<file path="src/rtl/gamma_sequencer.sv">
// Gamma-cycle scheduler for the race-logic datapath: frames one gamma cycle with grst,
// drives edge-encoded operands a/b at their requested offsets and times the first rise of y.
module gamma_sequencer #(
    parameter int unsigned GAMMA_CYCLE_WIDTH = 16,
    parameter int unsigned TW                = 5
) (
    input  logic          aclk,
    input  logic          rst,
    input  logic          in_valid,
    output logic          in_ready,
    input  logic [TW-1:0] in_a_time,
    input  logic [TW-1:0] in_b_time,
    output logic          grst,
    output logic          a,
    output logic          b,
    input  logic          y,
    output logic          out_valid,
    input  logic          out_ready,
    output logic [TW-1:0] out_time,
    output logic          busy
);
    localparam logic [TW-1:0] G_T    = TW'(GAMMA_CYCLE_WIDTH);
    localparam logic [TW-1:0] T_LAST = TW'(GAMMA_CYCLE_WIDTH - 1);

    typedef enum logic [1:0] {S_IDLE, S_GRST, S_RUN, S_REPORT} state_e;

    state_e        state_q;
    logic [TW-1:0] t_q;
    logic [TW-1:0] t_d;
    logic [TW-1:0] a_time_q;
    logic [TW-1:0] b_time_q;
    logic [TW-1:0] cap_q;
    logic          captured_q;
    logic          grst_q;
    logic          a_q;
    logic          b_q;
    logic          out_valid_q;
    logic [TW-1:0] out_time_q;

    assign t_d = t_q + TW'(1);

    // in_ready follows rst directly so it is low throughout reset.
    assign in_ready  = rst & (state_q == S_IDLE);
    assign busy      = (state_q != S_IDLE);
    assign grst      = grst_q;
    assign a         = a_q;
    assign b         = b_q;
    assign out_valid = out_valid_q;
    assign out_time  = out_time_q;

    always_ff @(posedge aclk or negedge rst) begin
        if (!rst) begin
            state_q     <= S_IDLE;
            t_q         <= '0;
            a_time_q    <= '0;
            b_time_q    <= '0;
            cap_q       <= '0;
            captured_q  <= 1'b0;
            grst_q      <= 1'b0;
            a_q         <= 1'b0;
            b_q         <= 1'b0;
            out_valid_q <= 1'b0;
            out_time_q  <= '0;
        end else begin
            unique case (state_q)
                S_IDLE: begin
                    if (in_valid) begin
                        a_time_q <= in_a_time;
                        b_time_q <= in_b_time;
                        grst_q   <= 1'b1;
                        state_q  <= S_GRST;
                    end
                end
                S_GRST: begin
                    grst_q     <= 1'b0;
                    t_q        <= '0;
                    cap_q      <= G_T;
                    captured_q <= 1'b0;
                    a_q        <= (a_time_q == '0);
                    b_q        <= (b_time_q == '0);
                    state_q    <= S_RUN;
                end
                S_RUN: begin
                    if (y && !captured_q) begin
                        cap_q      <= t_q;
                        captured_q <= 1'b1;
                    end
                    // A rise sampled on the final RUN edge bypasses cap_q into the result.
                    if (t_q == T_LAST) begin
                        a_q         <= 1'b0;
                        b_q         <= 1'b0;
                        out_valid_q <= 1'b1;
                        out_time_q  <= (y && !captured_q) ? t_q : cap_q;
                        state_q     <= S_REPORT;
                    end else begin
                        t_q <= t_d;
                        a_q <= (t_d >= a_time_q);
                        b_q <= (t_d >= b_time_q);
                    end
                end
                S_REPORT: begin
                    if (out_ready) begin
                        out_valid_q <= 1'b0;
                        out_time_q  <= '0;
                        state_q     <= S_IDLE;
                    end
                end
                default: state_q <= S_IDLE;
            endcase
        end
    end
endmodule

</file>
<file path="config.mk">
export PLATFORM = sky130hd
export DESIGN_NAME = gamma_sequencer
export DESIGN_NICKNAME = d
export VERILOG_FILES = /design/src/rtl/gamma_sequencer.sv
export SDC_FILE = /design/constraint.sdc
export NUM_CORES = 1
export LEC_CHECK = 0
export CAP_MARGIN = 20
export CORE_ASPECT_RATIO = 1.4
export CORE_MARGIN = 5
export CORE_UTILIZATION = 35
export DETAILED_ROUTE_END_ITERATION = 8
export PLACE_DENSITY = 0.52
export REMOVE_ABC_BUFFERS = 1
export SLEW_MARGIN = 10
export SYNTH_ARGS = -nofsm -noshare
export SYNTH_HDL_FRONTEND = slang
export SYNTH_SLANG_ARGS = --single-unit
</file>
<file path="constraint.sdc">
create_clock -name aclk -period 2.53 [get_ports aclk]
set_clock_uncertainty 0.05 [all_clocks]
set_input_delay 0.759 -clock aclk [delete_from_list [all_inputs] [get_ports aclk]]
set_output_delay 0.759 -clock aclk [all_outputs]
set_load 0.1 [all_outputs]
</file>
==> results of run 1 <==
==> final cells by class <==
class | count | area share (%)
Timing Repair Buffer | 30 | 12.7
Tap cell | 66 | 3.67
Multi-Input combinational cell | 115 | 40.8
Sequential cell | 32 | 35.6
Clock buffer | 8 | 4.01
Inverter | 19 | 3.17
==> logic make-up after synthesis <==
family,count (synthesis),share of synthesized area (%)
compound gates,41,15.8
xor+xnor,5,2.40
fa+ha+maj,16,11.0
buf+inv,26,5.89
flops,32,43.8
mux,18,10.6
simple gates,35,10.5
==> synth_stat cells <==
master / instances
clkbuf_1: 4
o21ai_1: 1
a21oi_1: 3
mux2_2: 11
xnor2_1: 2
o31ai_1: 11
dfrtp_1: 32
a31oi_1: 2
o21a_1: 2
a2111oi_0: 2
buf_6: 1
or3_1: 1
xor2_1: 3
o22ai_1: 4
a22oi_1: 4
nor2_1: 7
buf_2: 2
nor3_1: 2
nand3_1: 3
o2111ai_1: 2
nand4b_1: 1
and3b_1: 1
and3_1: 1
nor2b_4: 1
o21ai_0: 5
nor2b_1: 7
mux2i_1: 7
o211ai_1: 2
o2bb2ai_1: 2
nand2b_1: 3
and2_1: 1
nand2_1: 6
o32a_1: 1
ha_1: 16
inv_1: 19
nor4_1: 1
==> cells in the final DEF, fill, tap and decap left out, types with 6 or more instances in the layout <==
cell,count
nand2_1,6
clkdlybuf4s50_1,14
nor2_1,7
o31ai_1,11
clkbuf_8,6
dfrtp_1,32
ha_1,16
mux2_2,11
buf_4,14
mux2i_1,7
inv_1,19
nor2b_1,7
==> worst max-delay path, cell delays in order <==
cell and delay [ns]:
clkdlybuf4s50_1 0.49, and2_1 0.18, buf_12 0.18
==> power by group through the flow <==
stage               Combinational [mW]  Sequential, mW  Clock, mW
floorplan                        0.959            1.28          0
global placement                  1.80           0.904          0
detailed placement                1.85           0.915          0
CTS                               1.86           0.906      0.412
global route                      2.00           0.937      0.426
finish                            1.83           0.904      0.394
==> worst min path at each step <==
stage                      from          end  slack, ns  depth (start not counted)
floorplan                   rst            a       0.41                          0
global placement    out_time[0]  out_time[0]       0.44                          2
detailed placement  out_time[0]  out_time[0]       0.44                          2
CTS                 out_time[0]  out_time[0]       0.46                          2
global route        out_time[0]  out_time[0]       0.47                          2
finish              b_time_q[4]  b_time_q[4]       0.45                          1
==> registers in the layout, summed over array words and instances (netlist names) <==
name	count
cap_q	5
out_time	5
t_q	5
grst	1
state_q	2
b	1
b_time_q	5
out_valid	1
captured_q	1
a	1
a_time_q	5
==> metrics by stage <==
stage / std cells / cell area, µm² / worst slack, ns / hold slack [ns]
4_1_cts: 270 / 2250 / 0.0990 / 0.459
3_3_place_gp: 262 / 2160 / 0.0866 / 0.436
2_1_floorplan: 166 / 1790 / 0.225 / 0.413
6_report: 270 / 2250 / 0.108 / 0.453
5_1_grt: 270 / 2250 / 0.0638 / 0.474
3_5_place_dp: 262 / 2160 / 0.107 / 0.445
==> per-layer routing <==
layer,part of all wire (%),wire length (µm),vias up
li1,-,-,673
met1,42,1680,654
met2,54,2140,30
met3,3.4,137,2
met4,0.63,25,0
met5,0,0,-
==> metrics.log, run 1 <==
INFO  metric wl_per_cell = 14.7 µm
INFO  metric finalCoreUtilization = 43.9%
INFO  metric critPathMaxFanout = 2
INFO  metric cts.path.max_buffers = 2
INFO  metric yosysTopAreaCell = dfrtp_1
INFO  metric clock-sinks = 32
INFO  metric synth_area_leaders = dfrtp_1 (44%), ha_1 (11%), mux2_2 (6.8%)
INFO  metric grt_max_degree = 33
INFO  metric clock-root-buffer = clkbuf_8
INFO  metric grt_remaining_overflow = 0
INFO  metric fmax = 413 MHz
INFO  metric timing.critical_path.from = rst
INFO  metric antenna_violating_nets_post_route = 0
INFO  metric endpoint = in_ready
INFO  metric multi_input_comb_area = 918 µm²
INFO  metric area.sequential = 801 µm²
INFO  metric floorplan.rows = 31
INFO  metric floorplan.initialDensity = 35.7%
INFO  metric floorplan.die.width = 71.1 µm
INFO  metric tightest_slew = 0.568 ns
INFO  metric die_area = 0.00678 mm²
INFO  metric critPathKind = input port to primary output
INFO  metric switching_share = 49.2%
INFO  metric combPwrFrac = 58.6%
INFO  metric syn-cell-area = 0.00183 mm²
INFO  metric place.port_buffers = 25
INFO  metric worstSetupStartpointType = input port
INFO  metric cts_repair_resize_count = 0
INFO  metric syn2layout_area_growth = 23.1%
INFO  metric p_int = 1.59 mW
INFO  metric global_route_met1_usage = 13.9%
INFO  metric synth_warnings = 0
INFO  metric finish.net_count = 234
INFO  metric synth.avg_cell_area = 10.6 µm²
INFO  metric num_vias = 1359
INFO  metric slew_viol_final = 0
INFO  metric met2_usage = 23.4%
INFO  metric yosysSeqAreaShare = 43.8%
INFO  metric timing.max_slew.rel_slack = 62.1%
INFO  metric finalPower = 3.13 mW
INFO  metric critical_path_rt = 1.72 ns
INFO  metric timing.critical_path.to_type = primary output
INFO  metric path_clk_slew = 0.06 ns
INFO  metric drt_drc_violations_left = 0
INFO  metric start_of_the_worst_register_to_register_path = t_q[1]
INFO  metric post_route_cells_drive_above_1_share = 16.7%
INFO  metric drt_first_pass_iters = 4
INFO  metric tritoncts.num_buffers = 5
INFO  metric status = complete, no violations
INFO  metric ff2ff_path_depth = 6
INFO  metric met3_usage_in_global_routing = 3.38%
INFO  metric detailedPlacementHpwl = 3050 µm
INFO  metric wl_final = 3980 µm
INFO  metric h-tree-depth = 2
INFO  metric cellLeakagePower = 1.03 nW
INFO  metric tritoncts = done
INFO  metric worstPathArrival = 1.61 ns
INFO  metric worst_skew_pair.late_latency = 0.28 ns
INFO  metric grt_setup_unrepaired = false
INFO  metric setup_total_negative_slack = 0 ns
INFO  metric worst_r2r_endpoint = state_q[1]
INFO  metric fillers = 509
INFO  metric netSwitchingPower = 1.54 mW
INFO  metric ff2ff_setup_slack = 0.34 ns
INFO  metric antenna-diode-count = 0
INFO  metric ys_ff_latch = 32
INFO  metric max_cap_viol_count = 0
INFO  metric drt_iter0_drc = 61
INFO  metric syn-instance-count = 173
INFO  metric power.share.sequential = 28.9%
INFO  metric post-synth-top-area-fraction = 43.8%
INFO  metric gpl_wtd_cong = 0.702
INFO  metric hold_viol_final = 0
INFO  metric layout_worst_path_cycle_share = 95.7%
INFO  metric io-pin-count = 26
INFO  metric p_per_area = 1390 mW/mm²
INFO  metric first_pass_grt_wire_length = 6670 µm
INFO  metric grt_util_all_layers = 12.7%
INFO  metric post_cts_buffers = 0
INFO  metric finalCriticalPeriod = 2.42 ns
INFO  metric synth_cell_types = 36
INFO  metric setup_viol_count_final = 0
INFO  metric die_height = 95.5 µm
INFO  metric grt_pass1_vias = 1461
INFO  metric hold_buffers = 0
INFO  metric routed_via_density = 5.03
INFO  metric clockPowerShare = 12.6%
INFO  metric number_of_antenna_violations_at_the_first_check_in_global_routing = 0
INFO  metric placeableCoreArea = 0.00512 mm²
INFO  metric worst_hold_path_type = flip-flop to flip-flop
INFO  metric global_route.peak_usage_layer = met2
INFO  metric max_vdd_drop = 0.769 mV
(Power assumes the default switching activity.)
==> run 2, diff against run 1 <==
Settings changed: CAP_MARGIN 20 to unset, CORE_UTILIZATION 35 to 30, PLACE_DENSITY 0.52 to 0.48.
Clock period 2.53 ns to 2.05 ns, I/O delays scaled along.
==> metrics.log, run 2 (synthesis results as in run 1) <==
INFO  metric placeableCoreArea = 0.00590 mm² (was 0.00512 mm²)
INFO  metric timing.critical_path.to_type = primary output (unchanged)
INFO  metric clock-root-buffer = clkbuf_8 (unchanged)
INFO  metric grt_pass1_vias = 1503 (was 1461)
INFO  metric worst_skew_pair.late_latency = 0.29 ns (was 0.28 ns)
INFO  metric ff2ff_path_depth = 5 (was 6)
INFO  metric grt_remaining_overflow = 0 (unchanged)
INFO  metric p_per_area = 1740 mW/mm² (was 1390 mW/mm²)
INFO  metric worstPathArrival = 1.30 ns (was 1.61 ns)
INFO  metric grt_max_degree = 33 (unchanged)
INFO  metric commonest_non_fill_non_tap_cells_in_the_layout = dfrtp_1 (32), inv_1 (18), ha_1 (15) (was dfrtp_1 (32), inv_1 (19), ha_1 (16))
INFO  metric finalCoreUtilization = 41.5% (was 43.9%)
INFO  metric worstSetupStartpointType = flip-flop (was input port)
INFO  metric first_pass_grt_wire_length = 6830 µm (was 6670 µm)
INFO  metric antenna-diode-count = 0 (unchanged)
INFO  metric dp_slack = -0.0966 ns (was 0.107 ns)
INFO  metric p_int = 2.27 mW (was 1.59 mW)
INFO  metric status = complete, no violations (unchanged)
INFO  metric post_route_cells_drive_above_1_share = 22.3% (was 16.7%)
INFO  metric tightest_slew = 0.530 ns (was 0.568 ns)
INFO  metric cp_top_family = flip-flops (was buffers and inverters)
INFO  metric timing.max_slew.rel_slack = 63.8% (was 62.1%)
INFO  metric clock-sinks = 32 (unchanged)
INFO  metric num_vias = 1426 (was 1359)
INFO  metric critical_path_rt = 1.38 ns (was 1.72 ns)
INFO  metric critPathMaxFanout = 5 (was 2)
INFO  metric path_depth = 4 (was 3)
INFO  metric power.share.sequential = 26.7% (was 28.9%)
INFO  metric syn2layout_area_growth = 34.1% (was 23.1%)
INFO  metric die_area = 0.00777 mm² (was 0.00678 mm²)
INFO  metric cts.path.max_buffers = 2 (unchanged)
INFO  metric number_of_antenna_violations_at_the_first_check_in_global_routing = 0 (unchanged)
INFO  metric drt_iter0_drc = 62 (was 61)
INFO  metric tritoncts.num_buffers = 5 (unchanged)
INFO  metric timing.critical_path.slowest_stage_cell = dfrtp_1 (was clkdlybuf4s50_1)
INFO  metric wl_per_cell = 14.5 µm (was 14.7 µm)
INFO  metric post-route-cell-area = 0.00245 mm² (was 0.00225 mm²)
INFO  metric grt_setup_unrepaired = false (unchanged)
INFO  metric drt_first_pass_iters = 4 (unchanged)
INFO  metric critPathKind = flip-flop to primary output (was input port to primary output)
INFO  metric wl_final = 4060 µm (was 3980 µm)
INFO  metric post_cts_buffers = 0 (unchanged)
INFO  metric most_frequent_standard_cell_in_the_layout_excluding_fill_and_tap_cells = dfrtp_1 (unchanged)
INFO  metric antenna_violating_nets_post_route = 0 (unchanged)
INFO  metric slew_viol_final = 0 (unchanged)
INFO  metric worst_hold_path_type = flip-flop to flip-flop (unchanged)
INFO  metric placement.cell_area = 0.00234 mm² (was 0.00216 mm²)
INFO  metric max_cap_viol_count = 0 (unchanged)
INFO  metric tritoncts = done (unchanged)
INFO  metric min_delay_path_depth = 1 (unchanged)
INFO  metric cellLeakagePower = 1.11 nW (was 1.03 nW)
INFO  metric max_vdd_drop = 0.650 mV (was 0.769 mV)
INFO  metric hold_buffers = 0 (unchanged)
INFO  metric floorplan.initialDensity = 30.9% (was 35.7%)
INFO  metric timing.critical_path.buf_inv = 2 (unchanged)
INFO  metric cpPeakStageDelay = 0.42 ns (was 0.49 ns)
INFO  metric grt_util_all_layers = 11.1% (was 12.7%)
INFO  metric floorplan.rows = 33 (was 31)
INFO  metric detailedPlacementHpwl = 3180 µm (was 3050 µm)
INFO  metric combPwrFrac = 61.6% (was 58.6%)
INFO  metric routed_via_density = 5.07 (was 5.03)
INFO  metric clockPowerShare = 11.7% (was 12.6%)
INFO  metric die_height = 102 µm (was 95.5 µm)
INFO  metric netSwitchingPower = 1.99 mW (was 1.54 mW)
INFO  metric finalPower = 4.26 mW (was 3.13 mW)
INFO  metric h-tree-depth = 2 (unchanged)
INFO  metric finish.net_count = 241 (was 234)
INFO  metric gpl_wtd_cong = 0.687 (was 0.702)
INFO  metric cp_cell_sequence = inv_1 > ha_4 > and2_4 > buf_12 (was clkdlybuf4s50_1 > and2_1 > buf_12)
INFO  metric setup_viol_count_final = 0 (unchanged)
INFO  metric layout_setup_ws = 0.0838 ns (was 0.108 ns)
INFO  metric layout_worst_path_cycle_share = 95.9%
INFO  metric path_clk_slew = 0.07 ns (was 0.06 ns)
INFO  metric io-pin-count = 26 (unchanged)
INFO  metric finalCriticalPeriod = 1.97 ns
INFO  metric place.port_buffers = 25 (unchanged)
INFO  metric hold_viol_final = 0 (unchanged)
INFO  metric floorplan.die.width = 76.0 µm (was 71.1 µm)
INFO  metric switching_share = 46.8% (was 49.2%)
INFO  metric drt_drc_violations_left = 0 (unchanged)
INFO  metric fmax = 509 MHz
## run 2: cell count changes in the layout (fill, tap and decap cells not counted), sizes merged
cell,delta
buf,+7
clkbuf,-2
dlygate4sd2,+1
clkinv,+2
clkdlybuf4s50,-1
## run 2: stage by stage
step                instances  hold slack (ns)  TNS (ns)
finish                    281            0.456         0
global route              281            0.474         0
CTS                       281            0.463         0
detailed placement        273            0.448    -0.151
global placement          273            0.445    -0.104
floorplan                 166            0.269    -0.743
## run 2: worst register-to-register path: cells and delay by family, from the launching register on
family	cells	cell delay, ns
DFF	1	0.51
xor gates and xnor gates	1	0.19
adders and majority gates	1	0.22
AOI/OAI and AO/OA	2	0.66
and+or+nand+nor	1	0.14
## run 2: layer usage
layer	vias to the layer above	part of all wire (%)	global-route usage (%)
met3	13	3.8	3.53
met5	-	0	0
met2	33	50	18.8
met1	688	43	11.9
met4	0	4.0	7.12
li1	692	-	-
## run 2: repair_timing
action | in CTS | in global routing
cloned | 0 | 0
resized for setup | 3 | 3
setup endpoints to repair | 1 | 3
pin swaps | 0 | 0
## run 2: final timing paths
kind                             start          end  slack (ns)
hold / removal             b_time_q[4]  b_time_q[4]        0.46
setup / recovery            state_q[1]     in_ready        0.08
min in group asynchronous          rst   state_q[1]        0.48
max in group asynchronous          rst  a_time_q[0]        1.16
hold reg to reg            b_time_q[4]  b_time_q[4]        0.46
setup reg to reg                t_q[2]            a        0.13
## run 2: power by group through the flow
stage                     clock [mW]  sequential, mW  combinational, mW
after CTS                      0.515            1.14               2.61
after detailed placement           0            1.15               2.59
final                          0.496            1.14               2.62
after floorplan                    0            1.58               1.18
after global placement             0            1.14               2.51
after global routing           0.549            1.18               2.85
## run 2: area by class of cell
cell class / instances / area [µm²]
inverters: 19 / 71.3
clock buffers: 6 / 82.6
flip-flops and latches: 32 / 801
multi-input cells: 115 / 936
fillers: 577 / 3450
well taps: 70 / 87.6
clock inverters: 2 / 10.0
repair buffers: 37 / 462
==> run 3, diff against run 2 <==
Settings changed: SETUP_SLACK_MARGIN set to 0.15, SLEW_MARGIN 10 to 0.
==> metrics.log, run 3 (synthesis results as in run 1) <==
INFO  metric antenna_violating_nets_post_route = 0 (unchanged)
INFO  metric critPathKind = flip-flop to primary output (unchanged)
INFO  metric worst_skew_pair.late_latency = 0.29 ns (about the same)
INFO  metric start_point_of_the_worst_hold_path = b_time_q[4] (unchanged)
INFO  metric dp_slack = -0.0966 ns (unchanged)
INFO  metric hold_buffers = 0 (unchanged)
INFO  metric max_vdd_drop = 0.615 mV (was 0.650 mV)
INFO  metric worstSetupStartpointType = flip-flop (unchanged)
INFO  metric layout_setup_ws = 0.146 ns (was 0.0838 ns)
INFO  metric timing.critical_path.to_type = primary output (unchanged)
INFO  metric post-route-cell-area = 0.00250 mm² (was 0.00245 mm²)
INFO  metric finalCriticalPeriod = 1.90 ns (was 1.97 ns)
INFO  metric grt_remaining_overflow = 0 (unchanged)
INFO  metric path_clk_slew = 0.07 ns (about the same)
INFO  metric finish.net_count = 244 (was 241)
INFO  metric grt_max_degree = 33 (unchanged)
INFO  metric detailedPlacementHpwl = 3180 µm (unchanged)
INFO  metric critical_path_rt = 1.38 ns (about the same)
INFO  metric finalCoreUtilization = 42.4% (was 41.5%)
INFO  metric grt_util_all_layers = 11.3% (was 11.1%)
INFO  metric p_per_area = 1770 mW/mm² (was 1740 mW/mm²)
INFO  metric tritoncts.num_buffers = 5 (unchanged)
INFO  metric hold_viol_final = 0 (unchanged)
INFO  metric h-tree-depth = 2 (unchanged)
INFO  metric drt_drc_violations_left = 0 (unchanged)
INFO  metric final_cell_count_no_fill = 284 (was 281)
INFO  metric fillers = 573 (was 577)
INFO  metric placeableCoreArea = 0.00590 mm² (unchanged)
INFO  metric most_frequent_standard_cell_in_the_layout_excluding_fill_and_tap_cells = dfrtp_1 (unchanged)
INFO  metric number_of_antenna_violations_at_the_first_check_in_global_routing = 0 (unchanged)
INFO  metric fmax = 525 MHz (was 509 MHz)
INFO  metric tritoncts = done (unchanged)
INFO  metric num_vias = 1439 (was 1426)
INFO  metric grt_pass1_vias = 1523 (was 1503)
INFO  metric drt_iter0_drc = 50 (was 62)
INFO  metric clock-sinks = 32 (unchanged)
INFO  metric slew_viol_final = 0 (unchanged)
INFO  metric grt_setup_unrepaired = true (was false)
INFO  metric placement.cell_area = 0.00234 mm² (unchanged)
INFO  metric place.port_buffers = 25 (unchanged)
INFO  metric start_of_the_worst_register_to_register_path = t_q[0] (was t_q[2])
INFO  metric drt-met1-wl = 1740 µm (was 1730 µm)
INFO  metric setup_total_negative_slack = 0 ns (unchanged)
INFO  metric drt_first_pass_iters = 4 (unchanged)
INFO  metric met2RoutedLength = 2090 µm (was 2010 µm)
INFO  metric worst_r2r_endpoint = out_time[2] (was a)
INFO  metric ff2ff_path_depth = 6 (was 5)
INFO  metric cellLeakagePower = 1.13 nW (was 1.11 nW)
INFO  metric layout_worst_path_cycle_share = 92.9% (was 95.9%)
INFO  metric timing.max_slew.rel_slack = 68.2% (was 63.8%)
INFO  metric post-place-cells = 273 (unchanged)
INFO  metric io-pin-count = 26 (unchanged)
INFO  metric critPathMaxFanout = 5 (unchanged)
INFO  metric clock-root-buffer = clkbuf_8 (unchanged)
INFO  metric routed_via_density = 5.07 (about the same)
INFO  metric dr_wl_met3 = 158 µm (was 156 µm)
INFO  metric die_height = 102 µm (unchanged)
INFO  metric highest_layer = met4 (unchanged)
INFO  metric timing.critical_path.from = state_q[0] (was state_q[1])
INFO  metric syn2layout_area_growth = 37.1% (was 34.1%)
INFO  metric wl_per_cell = 14.8 µm (was 14.5 µm)
INFO  metric floorplan.rows = 33 (unchanged)
INFO  metric worst_hold_path_type = flip-flop to flip-flop (unchanged)
INFO  metric floorplan.initialDensity = 30.9% (unchanged)
INFO  metric wl_final = 4200 µm (was 4060 µm)
INFO  metric cts.path.max_buffers = 2 (unchanged)
INFO  metric status = complete, no violations (unchanged)
INFO  metric antenna-diode-count = 0 (unchanged)
INFO  metric floorplan.die.width = 76.0 µm (unchanged)
INFO  metric commonest_non_fill_non_tap_cells_in_the_layout = dfrtp_1 (31), inv_1 (17), buf_4 (14) (was dfrtp_1 (32), inv_1 (18), ha_1 (15))
INFO  metric die_area = 0.00777 mm² (unchanged)
INFO  metric first_pass_grt_wire_length = 6970 µm (was 6830 µm)
INFO  metric tightest_slew = 0.475 ns (was 0.530 ns)
INFO  metric post_route_cells_drive_above_1_share = 26.6% (was 22.3%)
INFO  metric max_cap_viol_count = 0 (unchanged)
INFO  metric ff2ff_setup_slack = 0.22 ns (was 0.13 ns)
INFO  metric setup_viol_count_final = 0 (unchanged)
INFO  metric worstPathArrival = 1.24 ns (was 1.30 ns)
INFO  metric endpoint = in_ready (unchanged)
INFO  metric gpl_wtd_cong = 0.687 (unchanged)
[run 3: changes by cell type in the layout (fill, tap and decap cells not counted), moves of 2 or more]
| cell | change |
|---|---|
| buf_4 | +3 |
| a2111oi_0 | -2 |
| ha_1 | -2 |
| ha_2 | +2 |
[run 3: layout make-up]
type	count	area, µm²	share of cell area [%]
clock buffers	6	82.6	3.30
clock inverters	2	10.0	0.400
inverters	19	71.3	2.85
multi-input cells	115	966	38.6
flip-flops and latches	32	802	32.0
well taps	70	87.6	3.50
repair buffers	40	484	19.3
[run 3: timing repair]
action / CTS / global route
buffers inserted: 2 / 1
pin swaps: 1 / 2
cloned: 0 / 0
resized for setup: 8 / 8
endpoints found under the setup margin: 5 / 9
[run 3: worst min-delay path by stage]
stage	end	slack, ns	depth (start not counted)
floorplan	a	0.27	0
global placement	b_time_q[4]	0.45	1
detailed placement	b_time_q[4]	0.45	1
CTS	b_time_q[4]	0.46	1
global route	b_time_q[4]	0.47	1
finish	b_time_q[4]	0.46	1
[run 3: per-stage QoR]
step,hold WS [ns],power (mW)
after floorplan,0.269,2.76
after global placement,0.445,3.65
after detailed placement,0.448,3.74
after CTS,0.463,4.36
after global routing,0.474,4.75
final,0.456,4.42
[run 3: metal layers]
layer  vias up  GRT usage (%)
li1        696              -
met1       694           12.2
met4         0           7.40
met2        32           19.1
met3        17           3.62
met5         -              0
[run 3: where the power goes]
group          leakage [nW]  switching (mW)  total (mW)  internal, mW
combinational         0.675            1.58        2.79          1.21
sequential            0.403           0.234        1.13         0.899
clock                0.0510           0.229       0.497         0.267
total                  1.13            2.05        4.42          2.37
[run 3: critical path: stages, from the launching register on]
cell and delay, ns:
dfrtp_1 0.39, inv_2 0.09, ha_4 0.16, and2_4 0.15
buf_12 0.16
